[config.mk]
export PLATFORM = sky130hd
export DESIGN_NAME = morse_key_timer_flat
export DESIGN_NICKNAME = d
export VERILOG_FILES = /design/src/rtl/morse_key_timer_if.sv /design/src/rtl/morse_key_timer.sv /design/src/flat_wrapper.sv
export SDC_FILE = /design/constraint.sdc
export NUM_CORES = 1
export LEC_CHECK = 0
export CORE_MARGIN = 2
export CORE_UTILIZATION = 55
export DETAILED_ROUTE_END_ITERATION = 7
export PLACE_DENSITY = 0.81
export SYNTH_ARGS = -nofsm -noshare
export SYNTH_HDL_FRONTEND = slang
export SYNTH_SLANG_ARGS = --single-unit
[constraint.sdc]
create_clock -name clk -period 3.3 [get_ports clk]
set_input_delay 0.33 -clock clk [delete_from_list [all_inputs] [get_ports clk]]
set_output_delay 0.33 -clock clk [all_outputs]
set_load 0.05 [all_outputs]
[src/rtl/morse_key_timer_if.sv]
// Key input and symbol/letter outputs of the Morse key timer.
// The timer side uses master; the downstream encoder/display side uses slave.
interface morse_key_timer_if;
  logic       key_in;
  logic       key_db;
  logic       sym_valid;
  logic       sym_dash;
  logic       letter_valid;
  logic [4:0] letter_bits;
  logic [2:0] letter_len;
  logic       letter_err;

  modport master (
    input  key_in,
    output key_db, sym_valid, sym_dash,
    output letter_valid, letter_bits, letter_len, letter_err
  );

  modport slave (
    output key_in,
    input  key_db, sym_valid, sym_dash,
    input  letter_valid, letter_bits, letter_len, letter_err
  );
endinterface

[src/rtl/morse_key_timer.sv]
// Telegraph key front end: synchronize, debounce, time each press as dot/dash,
// and group symbols into letters separated by a silence gap.
module morse_key_timer #(
  parameter int DEBOUNCE_CYCLES = 50000,
  parameter int DASH_CYCLES     = 10000000,
  parameter int GAP_CYCLES      = 20000000,
  parameter int CNT_W           = 25
) (
  input  logic              clk,
  input  logic              resetn,
  morse_key_timer_if.master mk
);
  localparam logic [CNT_W-1:0] DB_LAST  = CNT_W'(DEBOUNCE_CYCLES - 1);
  localparam logic [CNT_W-1:0] DASH_MAX = CNT_W'(DASH_CYCLES);
  localparam logic [CNT_W-1:0] GAP_MAX  = CNT_W'(GAP_CYCLES);
  localparam logic [CNT_W-1:0] CNT_ONE  = CNT_W'(1);

  typedef enum logic [1:0] {IDLE, PRESS, GAP} state_t;

  logic             sync_p0, sync_p1;
  logic             key_sync;
  logic             key_db_p2;
  logic [CNT_W-1:0] db_cnt;

  state_t           state, state_nxt;
  logic [CNT_W-1:0] press_cnt, press_cnt_nxt;
  logic [CNT_W-1:0] gap_cnt, gap_cnt_nxt;
  logic             sym_fire, sym_is_dash, letter_fire;

  logic [4:0]       acc_bits;
  logic [2:0]       acc_len;
  logic             acc_err;

  logic             sym_vld_p3, sym_dash_p3;
  logic             letter_vld_p3, letter_err_p3;
  logic [4:0]       letter_bits_p3;
  logic [2:0]       letter_len_p3;

  assign key_sync = ~sync_p1;

  // Stages p0/p1: synchronizer; p2: debounced level (changes only after a stable run)
  always_ff @(posedge clk) begin
    if (!resetn) begin
      sync_p0   <= 1'b1;
      sync_p1   <= 1'b1;
      key_db_p2 <= 1'b0;
      db_cnt    <= '0;
    end else begin
      sync_p0 <= mk.key_in;
      sync_p1 <= sync_p0;
      if (key_sync == key_db_p2) begin
        db_cnt <= '0;
      end else if (db_cnt == DB_LAST) begin
        db_cnt    <= '0;
        key_db_p2 <= ~key_db_p2;
      end else begin
        db_cnt <= db_cnt + CNT_ONE;
      end
    end
  end

  // The release cycle that ends a press also counts as the first gap cycle.
  always_comb begin
    state_nxt     = state;
    press_cnt_nxt = press_cnt;
    gap_cnt_nxt   = gap_cnt;
    sym_fire      = 1'b0;
    sym_is_dash   = 1'b0;
    letter_fire   = 1'b0;
    case (state)
      IDLE: begin
        if (key_db_p2) begin
          state_nxt     = PRESS;
          press_cnt_nxt = CNT_ONE;
        end
      end
      PRESS: begin
        if (key_db_p2) begin
          if (press_cnt < DASH_MAX) press_cnt_nxt = press_cnt + CNT_ONE;
        end else begin
          sym_fire    = 1'b1;
          sym_is_dash = (press_cnt >= DASH_MAX);
          state_nxt   = GAP;
          gap_cnt_nxt = CNT_ONE;
        end
      end
      GAP: begin
        if (gap_cnt >= GAP_MAX) begin
          letter_fire = 1'b1;
          state_nxt   = key_db_p2 ? PRESS : IDLE;
          if (key_db_p2) press_cnt_nxt = CNT_ONE;
        end else if (key_db_p2) begin
          state_nxt     = PRESS;
          press_cnt_nxt = CNT_ONE;
        end else begin
          gap_cnt_nxt = gap_cnt + CNT_ONE;
        end
      end
      default: state_nxt = IDLE;
    endcase
  end

  // Stage p3: registered symbol/letter pulses, accumulator update
  always_ff @(posedge clk) begin
    if (!resetn) begin
      state          <= IDLE;
      press_cnt      <= '0;
      gap_cnt        <= '0;
      acc_bits       <= '0;
      acc_len        <= '0;
      acc_err        <= 1'b0;
      sym_vld_p3     <= 1'b0;
      sym_dash_p3    <= 1'b0;
      letter_vld_p3  <= 1'b0;
      letter_bits_p3 <= '0;
      letter_len_p3  <= '0;
      letter_err_p3  <= 1'b0;
    end else begin
      state         <= state_nxt;
      press_cnt     <= press_cnt_nxt;
      gap_cnt       <= gap_cnt_nxt;
      sym_vld_p3    <= sym_fire;
      letter_vld_p3 <= letter_fire;
      if (sym_fire) begin
        sym_dash_p3 <= sym_is_dash;
        if (acc_len == 3'd5) begin
          acc_err <= 1'b1;
        end else begin
          acc_bits <= {acc_bits[3:0], sym_is_dash};
          acc_len  <= acc_len + 3'd1;
        end
      end
      if (letter_fire) begin
        letter_bits_p3 <= acc_bits;
        letter_len_p3  <= acc_len;
        letter_err_p3  <= acc_err;
        acc_bits       <= '0;
        acc_len        <= '0;
        acc_err        <= 1'b0;
      end
    end
  end

  assign mk.key_db       = key_db_p2;
  assign mk.sym_valid    = sym_vld_p3;
  assign mk.sym_dash     = sym_dash_p3;
  assign mk.letter_valid = letter_vld_p3;
  assign mk.letter_bits  = letter_bits_p3;
  assign mk.letter_len   = letter_len_p3;
  assign mk.letter_err   = letter_err_p3;
endmodule

[src/flat_wrapper.sv]
// flat-port wrapper written by rule: the top's interface ports become plain ports
module morse_key_timer_flat 
#(
  parameter int DEBOUNCE_CYCLES = 50000,
  parameter int DASH_CYCLES     = 10000000,
  parameter int GAP_CYCLES      = 20000000,
  parameter int CNT_W           = 25
)
  (clk, resetn, mk_key_in, mk_key_db, mk_sym_valid, mk_sym_dash, mk_letter_valid, mk_letter_bits, mk_letter_len, mk_letter_err);
  morse_key_timer_if mk_i ();
  input  logic clk;
  input  logic resetn;
  input wire logic [$bits(mk_i.key_in)-1:0] mk_key_in;
  output wire logic [$bits(mk_i.key_db)-1:0] mk_key_db;
  output wire logic [$bits(mk_i.sym_valid)-1:0] mk_sym_valid;
  output wire logic [$bits(mk_i.sym_dash)-1:0] mk_sym_dash;
  output wire logic [$bits(mk_i.letter_valid)-1:0] mk_letter_valid;
  output wire logic [$bits(mk_i.letter_bits)-1:0] mk_letter_bits;
  output wire logic [$bits(mk_i.letter_len)-1:0] mk_letter_len;
  output wire logic [$bits(mk_i.letter_err)-1:0] mk_letter_err;
  assign mk_i.key_in = mk_key_in;
  assign mk_key_db = mk_i.key_db;
  assign mk_sym_valid = mk_i.sym_valid;
  assign mk_sym_dash = mk_i.sym_dash;
  assign mk_letter_valid = mk_i.letter_valid;
  assign mk_letter_bits = mk_i.letter_bits;
  assign mk_letter_len = mk_i.letter_len;
  assign mk_letter_err = mk_i.letter_err;
  morse_key_timer #(.DEBOUNCE_CYCLES(DEBOUNCE_CYCLES), .DASH_CYCLES(DASH_CYCLES), .GAP_CYCLES(GAP_CYCLES), .CNT_W(CNT_W)) u_core (.clk(clk), .resetn(resetn), .mk(mk_i));
endmodule
==> results.cfg <==
[grt]
antenna_found_initial = 0
grtUsageTotal_pct = 21.6
grt_max_degree = 46
grt_pass1_wl_mm = 17.3
overflow = 0
grt_pass1_vias = 3905

[clock_network]
cts_buffer_depth = 2
numCtsBuffers = 9
post_cts_buffers = 0
clk_pin_slew_ns = 0.11
numClockSinks = 101
cts_hold_buffers = 0
cts_resized = 0
htree_levels = 3
cts-root-buf = clkbuf_8
cts_tree = done
worst_skew_pair.late_latency_ns = 0.39

[place]
gp_congestion = 0.879
dp_cells = 663
io_buffers = 15
dpl.hpwl_mm = 6.73
place_ws_ns = 0.788

[yosys]
synth_area_um2 = 4750
yosysSeqAreaShare_pct = 42.5
synth_edf_count = 0
ys.warnings.count = 0
synth_area_leader_cell = dfxtp_1
synthCells = 562
syn_avg_cell_area_um2 = 8.46
yosys.cell_count.top_type = dfxtp_1
ys_ff_latch = 101
yosys-top-cells-area = dfxtp_1 43%, nor2_1 4.3%, a21oi_1 4.2%, or3_1 4.2%, nand4_1 3.7%
synthesis.nets = 572
yosysUniqueCellTypes = 58
netlist_top_cells_count = 101 x dfxtp_1, 54 x nor2_1, 40 x a21oi_1
synth-async-reset-ratio_pct = 0
synth_flop_cell = dfxtp_1
synth_top_area_share_pct = 42.5

[worst_setup_path]
cp_max_fo = 45
startpoint_type = register
path_class = reg -> reg
path_cells = and2b_1, nand3_1, o211a_1, or4_1, a21oi_1
worst_ep_arrival_time_ns = 2.79
path_buf_inv = 0
path_delay_family = simple AND/OR/NAND/NOR gates
cp_slowest_cell = or4_1
end_kind = register
cp.required_ns = 3.61
slowest_delay_ns = 0.67

[routing]
num_vias = 4159
firstDrtPassIters = 5
detail_route.wl_per_cell_um = 14.6
drt_iter0_drc = 162
route.detailed.drc = 0
routed_wl_mm = 9.93
via_per_inst = 6.13
postRouteAntennaNets = 0

[layout]
fill_cells = 712
antennaDiodeCount = 0
nets = 579
multiInputGateArea_um2 = 2580
area_delta_synth_final_pct = 8.82
fin_cells = 679
layout-drive-gt1-share_pct = 4.70
seq_area_um2 = 2020

[die]
start_util_pct = 57.3
row_count = 33
core_area_um2 = 8300
die_w_um = 97.0
die-area_um2 = 9400
die_y_um = 97.0
ios = 16

[power]
cellPowerDensity_nw_per_um2 = 403
peakVddDrop_v = 0.000298
cellLeakagePower_nw = 1.57

[timing]
post-route-period-util_pct = 75.1
fin_tns_setup_ns = 0
hold_viol = 0
worst_pin_slew_ns = 1.07
slew_headroom_pct = 28.4
fin_skew_ns = 0.0107
maxClockFrequency_mhz = 404
slew_viol_final = 0
period_minus_slack_ns = 2.48
setup_ws_ns = 0.822
setup-violations-final = 0
rsz0062_at_grt = no

[job]
maxCapViolCount = 0

[min_path]
hold_path_class = reg -> reg

[outcome]
outcome = finished clean
[logic make-up after synthesis]
group	share of synthesized area, %
XOR/XNOR	4.79
adder cells (fa/ha/maj)	1.84
flip-flops	42.5
AO/OA/AOI/OAI	17.0
multiplexers	1.68
AND/OR/NAND/NOR	28.9
buffers and inverters	3.26
[flip-flops by register name, indices dropped and copies added, names as in the netlist]
| name | count |
|---|---|
| u_core.acc_bits | 5 |
| u_core.acc_err | 1 |
| u_core.acc_len | 3 |
| u_core.db_cnt | 25 |
| u_core.gap_cnt | 25 |
| u_core.mk.key_db | 1 |
| u_core.mk.letter_bits | 5 |
| u_core.mk.letter_err | 1 |
| u_core.mk.letter_len | 3 |
| u_core.mk.letter_valid | 1 |
| u_core.mk.sym_dash | 1 |
| u_core.mk.sym_valid | 1 |
| u_core.press_cnt | 25 |
| u_core.state | 2 |
| u_core.sync_p0 | 1 |
| u_core.sync_p1 | 1 |
[layout by cell type, fill, tap and decap left out, types with 3 or more instances in the layout]
cell and n:
o21ai_1 3, a22o_1 9, and3_1 5, clkdlybuf4s50_1 15, a21oi_1 40, inv_1 17, o211ai_1 4, or4_1 18
and4_1 6, ha_1 7, o31ai_1 11, inv_6 3, clkbuf_8 9, a31oi_1 3, a211oi_1 4, mux2i_1 8
and2_1 7, nand2_1 35, nor4_1 6, buf_4 3, xnor2_1 14, nand3_1 30, o21ai_0 31, or3_1 32
nor2_1 54, nand4_1 28, nand2b_1 5, dfxtp_1 101, nor3_1 18, xor2_1 12
[area by class of cell]
cell class / instances / area share, %
Clock buffer: 9 / 2.39
Timing Repair Buffer: 18 / 3.34
Clock inverter: 7 / 1.52
Tap cell: 105 / 2.54
Inverter: 18 / 1.31
Sequential cell: 101 / 39.1
Multi-Input combinational cell: 421 / 49.8
[layer usage]
| metal | GRT usage, % | share of wire (%) | vias to the layer above |
|---|---|---|---|
| met5 | 0 | 0 | - |
| met4 | 8.45 | 1.4 | 0 |
| met3 | 4.77 | 3.8 | 16 |
| met2 | 36.0 | 48 | 89 |
| met1 | 27.4 | 46 | 1952 |
| li1 | - | - | 2102 |
[stage by stage]
stage | hold slack (ns) | util (%) | total power [W] | area, um2
after global routing | 0.471 | 62.3 | 0.00216 | 5170
final | 0.441 | 62.3 | 0.00208 | 5170
after global placement | 0.406 | 59.9 | 0.00132 | 4970
after detailed placement | 0.411 | 59.9 | 0.00132 | 4970
after floorplan | 0.386 | - | 0.00131 | 4750
after CTS | 0.443 | 62.3 | 0.00211 | 5170
[report_power, final]
part	total [W]	internal, W	switching (W)
sequential	0.00123	0.00122	0.00000710
combinational	0.0000651	0.0000150	0.0000500
clock	0.000788	0.000301	0.000486
[worst paths after layout]
| path | from | endpoint | slack, ns | depth (start not counted) |
|---|---|---|---|---|
| setup / recovery | u_core.state[1] | u_core.gap_cnt[14] | 0.82 | 5 |
| hold / removal | u_core.sync_p0 | u_core.sync_p1 | 0.44 | 1 |
| setup reg to reg | u_core.state[1] | u_core.gap_cnt[14] | 0.82 | 5 |
| hold reg to reg | u_core.sync_p0 | u_core.sync_p1 | 0.44 | 1 |
Note: power is estimated with default switching activity, not from simulation.
